File: src/rtl/fetch_unit.sv
// Instruction fetch stage: issues in-order word fetches against a req/gnt/rvalid memory port
// and buffers {pc, inst} pairs for decode behind a valid/ready handshake.
module fetch_unit #(
  parameter logic [31:0] RESET_PC = 32'h0000_0000,
  parameter int unsigned DEPTH    = 2
) (
  input  logic        clk,
  input  logic        rst,
  output logic        imem_req,
  output logic [31:0] imem_addr,
  input  logic        imem_gnt,
  input  logic        imem_rvalid,
  input  logic [31:0] imem_rdata,
  input  logic        redirect,
  input  logic [31:0] redirect_pc,
  output logic        id_valid,
  input  logic        id_ready,
  output logic [31:0] id_inst,
  output logic [31:0] id_pc
);
  localparam int unsigned   AW      = (DEPTH > 1) ? $clog2(DEPTH) : 1;
  localparam int unsigned   CW      = AW + 2;
  localparam logic [CW-1:0] DEPTH_C = CW'(DEPTH);
  localparam logic [31:0]   NOP     = 32'h0000_0013;

  logic [31:0]   pc_q, pc_d;
  logic [CW-1:0] count_q, count_d;
  logic [CW-1:0] outst_q, outst_d;
  logic [CW-1:0] discard_q, discard_d;
  logic [AW-1:0] q_head_q, q_head_d, q_tail_q, q_tail_d;
  logic [AW-1:0] pf_head_q, pf_head_d, pf_tail_q, pf_tail_d;

  logic [31:0] q_pc_q   [DEPTH];
  logic [31:0] q_inst_q [DEPTH];
  logic [31:0] pf_pc_q  [DEPTH];

  logic          pop, accept, drop, push;
  logic [CW-1:0] credit_used;

  assign imem_addr = pc_q;

  always_comb begin
    id_valid    = !rst && (count_q != '0);
    id_inst     = id_valid ? q_inst_q[q_head_q] : NOP;
    id_pc       = id_valid ? q_pc_q[q_head_q] : 32'h0;
    pop         = id_valid && id_ready;
    // Queue slots already spoken for, counting the entry decode is taking this cycle as free.
    credit_used = count_q + outst_q - CW'(pop);
    imem_req    = !rst && !redirect && (credit_used < DEPTH_C)
                  && ((outst_q + discard_q) < DEPTH_C);
    accept      = imem_req && imem_gnt;
    drop        = imem_rvalid && (redirect || (discard_q != '0));
    push        = imem_rvalid && !drop;
  end

  always_comb begin
    pc_d      = pc_q;
    count_d   = count_q;
    outst_d   = outst_q;
    discard_d = discard_q;
    q_head_d  = q_head_q;
    q_tail_d  = q_tail_q;
    pf_head_d = pf_head_q;
    pf_tail_d = pf_tail_q;

    // The in-flight PC FIFO tracks every granted request, stale or not, so it is never flushed.
    if (accept)      pf_tail_d = pf_tail_q + 1'b1;
    if (imem_rvalid) pf_head_d = pf_head_q + 1'b1;

    if (redirect) begin
      pc_d      = redirect_pc & ~32'h3;
      count_d   = '0;
      q_head_d  = '0;
      q_tail_d  = '0;
      outst_d   = '0;
      discard_d = discard_q + outst_q - CW'(imem_rvalid);
    end else begin
      if (accept) pc_d = pc_q + 32'd4;
      if (push)   q_tail_d = q_tail_q + 1'b1;
      if (pop)    q_head_d = q_head_q + 1'b1;
      count_d = count_q + CW'(push) - CW'(pop);
      outst_d = outst_q + CW'(accept) - CW'(push);
      if (imem_rvalid && (discard_q != '0)) discard_d = discard_q - 1'b1;
    end
  end

  always_ff @(posedge clk) begin
    if (rst) begin
      pc_q      <= RESET_PC;
      count_q   <= '0;
      outst_q   <= '0;
      discard_q <= '0;
      q_head_q  <= '0;
      q_tail_q  <= '0;
      pf_head_q <= '0;
      pf_tail_q <= '0;
    end else begin
      pc_q      <= pc_d;
      count_q   <= count_d;
      outst_q   <= outst_d;
      discard_q <= discard_d;
      q_head_q  <= q_head_d;
      q_tail_q  <= q_tail_d;
      pf_head_q <= pf_head_d;
      pf_tail_q <= pf_tail_d;
    end
  end

  // Payload storage carries no reset; validity is tracked entirely by the counters above.
  always_ff @(posedge clk) begin
    if (accept) pf_pc_q[pf_tail_q] <= pc_q;
    if (push) begin
      q_pc_q[q_tail_q]   <= pf_pc_q[pf_head_q];
      q_inst_q[q_tail_q] <= imem_rdata;
    end
  end

  always_ff @(posedge clk) begin
    if (!rst) begin
      assert (!(push && !pop && (count_q == DEPTH_C)));
      assert (!(imem_rvalid && (outst_q == '0) && (discard_q == '0)));
    end
  end

endmodule

File: config.mk
export PLATFORM = sky130hd
export DESIGN_NAME = fetch_unit
export DESIGN_NICKNAME = d
export VERILOG_FILES = /design/src/rtl/fetch_unit.sv
export SDC_FILE = /design/constraint.sdc
export NUM_CORES = 1
export LEC_CHECK = 0
export CAP_MARGIN = 5
export CORE_ASPECT_RATIO = 0.9
export CORE_MARGIN = 5
export CORE_UTILIZATION = 45
export CTS_CLUSTER_SIZE = 16
export DETAILED_ROUTE_END_ITERATION = 16
export PLACE_DENSITY_LB_ADDON = 0.3
export SETUP_SLACK_MARGIN = 0.05
export SLEW_MARGIN = 0
export SYNTH_ARGS = -nofsm -noshare
export SYNTH_HDL_FRONTEND = slang
export SYNTH_SLANG_ARGS = --single-unit
File: constraint.sdc
create_clock -name clk -period 7.04 [get_ports clk]
set_clock_uncertainty 0.15 [all_clocks]
set_input_delay 1.408 -clock clk [delete_from_list [all_inputs] [get_ports clk]]
set_output_delay 1.408 -clock clk [all_outputs]
set_load 0.01 [all_outputs]
After elaboration in Yosys (flattened, before gate mapping)
Memory sizes are Yosys's and may differ from the RTL's. A register that Yosys moved wholly into a read port is not among the register bits.
Cells that the tools add are included.
{ "totals": {"register_bits": 45, "latch_bits": 0, "mem_bits_rw": 192, "romBits": 0, "in_bits": 70, "out_inout_bits": 98, "wordCells": 62, "memories": 3} }
{ "classes": {"add_sub_neg": 14, "multipliers": 0, "div_mod_pow": 0, "order_cmp": 2, "eq_ne": 0, "n_shift": 0, "mux": 16, "bitwise_logic": 0, "n_reduce_logical": 18} }
{ "memory_table": {"columns": ["name", "depth", "word_bits", "read_ports", "rd_ports_with_merged_regs", "wr", "line_no", "rtl"], "rows": [
  ["pf_pc_q", 2, 32, 1, 1, 1, "35", "logic [31:0] pf_pc_q [DEPTH];"],
  ["q_inst_q", 2, 32, 1, 1, 1, "34", "logic [31:0] q_inst_q [DEPTH];"],
  ["q_pc_q", 2, 32, 1, 1, 1, "33", "logic [31:0] q_pc_q [DEPTH];"]
]} }
{ "op_table": {"columns": ["cell", "n"], "rows": [
  ["32-bit two-way mux", 4],
  ["32-bit by 3-bit adder with 32-bit output, second input constant", 1],
  ["3-bit by 1-bit subtractor with 3-bit output", 4],
  ["1-bit two-way mux", 10],
  ["1-bit logical AND", 9],
  ["3-bit by 1-bit adder with 3-bit output", 2],
  ["3-bit adder", 2],
  ["3-bit by 2-bit less-than comparator with 1-bit output, second input constant", 2],
  ["3-bit two-way mux", 2],
  ["3-bit nonzero test", 2],
  ["1-bit adder, second input constant", 4],
  ["2-bit nonzero test", 2],
  ["1-bit logical NOT", 3],
  ["3-bit by 1-bit subtractor with 3-bit output, second input constant", 1],
  ["2-bit OR reduction", 1],
  ["1-bit logical OR", 1]
]} }

Longest topological paths before layout
{ "depth": {"ltp_word": 10, "ltp_mapped": 20, "mapped_depth_nobuf": 17} }

Worst setup path before layout
No wires, ideal clock.
{ "synth_path": {"path_kind": "input -> register", "from": "in rst", "to": "mem pf_pc_q[0][10] (enable)", "setup_time_ns": 0.417, "arrival_time_ns": 5.336, "setup_slack_ns": 1.136, "cell_stages": 14, "path_cell_list": "buf_6 -> or2_2 -> clkbuf_1 -> inv_1 -> nand2_1 -> nor2_1 -> fa_1 -> or4b_4 -> or4_1 -> buf_2 -> nand2_4 -> inv_2 -> clkbuf_1 -> nor2_1"} }
{ "synth_via": {"elab_chain_cells": 10} }
{ "synth_rtl": {"columns": ["element", "line_no", "rtl"], "rows": [
  ["from (decl)", "8", "input logic rst,"],
  ["1-bit logical NOT", null, null],
  ["1-bit logical AND", "43", "id_valid = !rst && (count_q != '0);"],
  ["via id_valid", "16", "output logic id_valid,"],
  ["1-bit logical AND", "46", "pop = id_valid && id_ready;"],
  ["3-bit by 1-bit subtractor with 3-bit output", "48", "credit_used = count_q + outst_q - CW'(pop);"],
  ["3-bit by 2-bit less-than comparator with 1-bit output", "49", "imem_req = !rst && !redirect && (credit_used < DEPTH_C)"],
  ["1-bit logical AND", "49", null],
  ["1-bit logical AND", "50", "&& ((outst_q + discard_q) < DEPTH_C);"],
  ["1-bit logical AND", "51", "accept = imem_req && imem_gnt;"],
  ["1-bit two-way mux", "111", "if (accept) pf_pc_q[pf_tail_q] <= pc_q;"],
  ["1-bit two-way mux (not written as such)", "111", null],
  ["to (decl)", "35", null]
]} }
The timed path passes the listed nets, and every way through them passes these cells.

Worst setup path after layout
{ "layout_path": {"from": "in rst", "to": "out imem_req"} }
{ "layout_via": {"elab_chain_cells": 7} }
{ "layout_rtl": {"columns": ["element", "line_no", "rtl"], "rows": [
  ["1-bit logical NOT *", null, null],
  ["1-bit logical AND", "43", null],
  ["1-bit logical AND", "46", null],
  ["3-bit by 1-bit subtractor with 3-bit output", "48", null],
  ["3-bit by 2-bit less-than comparator with 1-bit output", "49", null],
  ["1-bit logical AND *", "49", null],
  ["1-bit logical AND *", "50", null],
  ["to (decl)", "9", "output logic imem_req,"]
]} }
Every way passes the cells marked *; elsewhere a longest branch is shown, timed or not.

==> flow_summary_export.csv <==
group,metric,value,unit
timing,slew_viol_final,0,
die,initial_core_util,45.2,%
placement,dp_slack,0.743,ns
power_and_ir_drop,p_per_area,249,nW/um2
cells_and_area,layout-drive-gt1-share,9.98,%
setup_path,crit_path_max_incr_delay,0.63,ns
cells_and_area,antenna_cells,0,
global_route,grt_usage,17.2,%
die,row_count,51,
synth,syn_area,9700,um2
placement,finalWeightedCongestion,0.845,
power_and_ir_drop,power.total,3.08,mW
drt,first_iter_violations,404,
synth,avgSynthCellArea,13.4,um2
cts,hold_buffers,0,
cts,clk_latency,0.50,ns
timing,finalSetupViolCount,0,
cts,cts-root-buf,"clkbuf_16",
die,die_area,24600,um2
die,chipHeight,149,um
setup_path,endpoint_kind,"primary output",
timing,hold_viol_final,0,
cts,path_clk_slew,0.06,ns
setup_path,crit_path_top_delay_cell,"clkdlybuf4s50_1",
drt,num_vias,6301,
cts,cts_buffer_depth,3,
timing,rsz0062_at_grt,"no",
global_route,grt_first_pass_wirelength,33200,um
setup_path,cp-startpoint,"rst",
worst_hold_path,hold_class,"reg2reg",
drt,dr.pass1.iters,5,
setup_path,crit_arrival,4.53,ns
setup_path,crit_path_end,"imem_req",
placement,dp_hpwl,13700,um
drt,drc,0,
synth,ys_warn_count,0,
global_route,overflow,0,
drt,drt-total-wl,21300,um
setup_path,r2r_start,"count_q[2]",
setup_path,critical_path_class,"in2out",
cts,h-tree-depth,1,
die,coreArea,21400,um2
power_and_ir_drop,peakVddDrop,115,uV
timing,worst_pin_slew,1.15,ns
timing,setup_tns,0,ns
die,ioPinCount,168,
run,max_cap_violations,0,
cells_and_area,syn_to_final_growth,27.6,%
setup_path,critPathLaunchType,"input port",
drt,via_per_inst,5.28,
global_route,antenna_found_initial,0,
cells_and_area,regArea,6430,um2
cells_and_area,fin_cells,1193,
timing,setup_slack,0.950,ns
synth,synth.largest_area_cell,"edfxtp_1",
cells_and_area,nets,968,
drt,wire_per_inst,17.9,um
cts,postCtsResizedCells,0,
synth,synth.top_cell.area_share,57.0,%
timing,min_period,6.09,ns
setup_path,rr_worst_depth,17,
synth,ys_seq_elements,229,
synth,synthFlopType,"edfxtp_1",
setup_path,critical_path.cell_chain,"clkdlybuf4s50_1 -> or2_2 -> inv_1 -> nand2_1 -> nor2_1 -> fa_1 -> xnor3_1 -> nor3_1 -> a31oi_1 -> nor2_1 -> clkdlybuf4s50_1",
setup_path,reg2reg_slack,2.46,ns
cells_and_area,multiInputGateArea,3040,um2
synth,synth_area_leaders,"edfxtp_1, dfxtp_1, mux2i_1, mux2_2, nor2_1",
setup_path,cp_max_fo,13,
timing,fin_crit_sh,86.5,%
synth,netlist_instances,726,
timing,max_freq,164,MHz
placement,dp.cells,1148,
cells_and_area,nFillCells,1740,
cts,cts_tree,"yes",
synth,synth_edf_count,184,
outcome,status,"finished clean",
cts,cts.sinks,229,
setup_path,cp.required,5.48,ns
drt,antenna_left,0,
die,fp.dieW,165,um
synth,ys_seq_area_share,66.3,%
cts,postCtsSetupRepairBufs,0,
cts,cts-buffers-inserted,25,
setup_path,r2r_end,"outst_q[2]",
synth,ys_types,56,
synth,synthArstFlopShare,0,%
placement,io_buffers,161,
global_route,grt_max_degree,63,
power_and_ir_drop,p_leak,3.98,nW
global_route,grt_pass1_vias,6090,
timing,relSlewSlack,23.0,%
## synth_stat cells, types with 3 or more instances
master    instances
a21boi_0          3
a22oi_1           5
nor2_1           88
buf_2             4
a21oi_1          33
inv_1            16
or4_1             7
nand2_1          36
and2_1           13
ha_1             10
o311ai_0          4
xnor2_1          11
a311oi_1          3
a31oi_1          12
o21ai_0          11
nand4_1          11
nand3_1          10
clkbuf_1         32
edfxtp_1        184
dfxtp_1          45
o31a_1           10
nand2b_1         13
o22ai_1           8
or3_1             3
fa_1              4
xor2_1            3
mux2i_1          62
nor3_1            7
buf_4             4
mux2_2           30
nor4_1            7
or2_2             5
## worst min path at each step
stage | from | end | slack (ns) | cells past startpoint
after floorplan | q_head_q | register | 0.32 | 2
after global placement | q_head_q | q_head_q | 0.34 | 2
after detailed placement | q_head_q | q_head_q | 0.35 | 2
after CTS | q_head_q | q_head_q | 0.37 | 2
after global routing | q_head_q | q_head_q | 0.42 | 2
final | q_head_q | q_head_q | 0.36 | 2
## cell families (layout without fill, tap and decap cells)
logic type,after synthesis,after routing,share of synthesized area (%)
AND/OR/NAND/NOR,212,212,10.6
buffers and inverters,60,233,2.61
flip-flops,229,229,66.3
XOR/XNOR,15,15,1.50
other,1,4,0.0387
multiplexers,92,92,9.89
AO/OA/AOI/OAI,103,103,6.96
adder cells (fa/ha/maj),14,14,2.12
## registers in the layout (all words and copies together) (netlist names), named ones only
register,count
count_q,3
discard_q,3
imem_addr,30
outst_q,3
pf_head_q,1
pf_pc_q,60
pf_tail_q,1
q_head_q,1
q_inst_q,64
q_pc_q,60
q_tail_q,1
## placed cells by master (no fill, tap or decap), types with 6 or more instances in the layout
cell type,n
xnor2_1,11
ha_1,10
inv_1,16
nor4_1,7
o21ai_0,11
nand4_1,11
o31a_1,10
nor3_1,6
a21oi_1,33
nand2_1,36
mux2i_1,62
nor2_1,87
edfxtp_1,184
clkbuf_16,25
or4_1,7
buf_4,10
clkbuf_1,7
and2_1,12
a31oi_1,12
mux2_2,30
nand2b_1,13
nand3_1,10
o22ai_1,8
clkdlybuf4s50_1,161
dfxtp_1,44
## area by class of cell
class | count | area share (%)
Timing Repair Buffer | 171 | 13.6
Sequential cell | 229 | 52.0
Inverter | 17 | 0.516
Tap cell | 291 | 2.94
Clock inverter | 9 | 0.587
Clock buffer | 36 | 5.72
Multi-Input combinational cell | 440 | 24.6
## critical path, delay by kind of cell
kind	cells	cell delay (ns)
buffers and inverters	3	1.43
and+or+nand+nor	5	1.12
xor gates and xnor gates	1	0.31
adders and majority gates	1	0.20
AOI/OAI and AO/OA	1	0.06
## routing by layer
| layer | wire (um) | track usage [%] | up-vias | part of all wire [%] |
|---|---|---|---|---|
| li1 | - | - | 3020 | - |
| met1 | 9210 | 23.9 | 2975 | 43 |
| met2 | 9870 | 27.7 | 269 | 46 |
| met3 | 1600 | 2.85 | 37 | 7.5 |
| met4 | 649 | 5.45 | 0 | 3.0 |
| met5 | 0 | 0 | - | 0 |
## report_power, final
part,internal [mW],leakage [nW],total [mW],switching [mW]
clock,0.732,0.380,1.22,0.488
sequential,1.53,2.05,1.57,0.0401
combinational,0.144,1.55,0.292,0.148
## per-stage QoR
| step | hold slack, ns | utilization [%] | cell area, um2 |
|---|---|---|---|
| 2_1_floorplan | 0.322 | - | 9710 |
| 3_3_place_gp | 0.342 | 54.1 | 11600 |
| 3_5_place_dp | 0.346 | 54.1 | 11600 |
| 4_1_cts | 0.366 | 57.7 | 12400 |
| 5_1_grt | 0.418 | 57.7 | 12400 |
| 6_report | 0.364 | 57.7 | 12400 |
(Power assumes the default switching activity.)
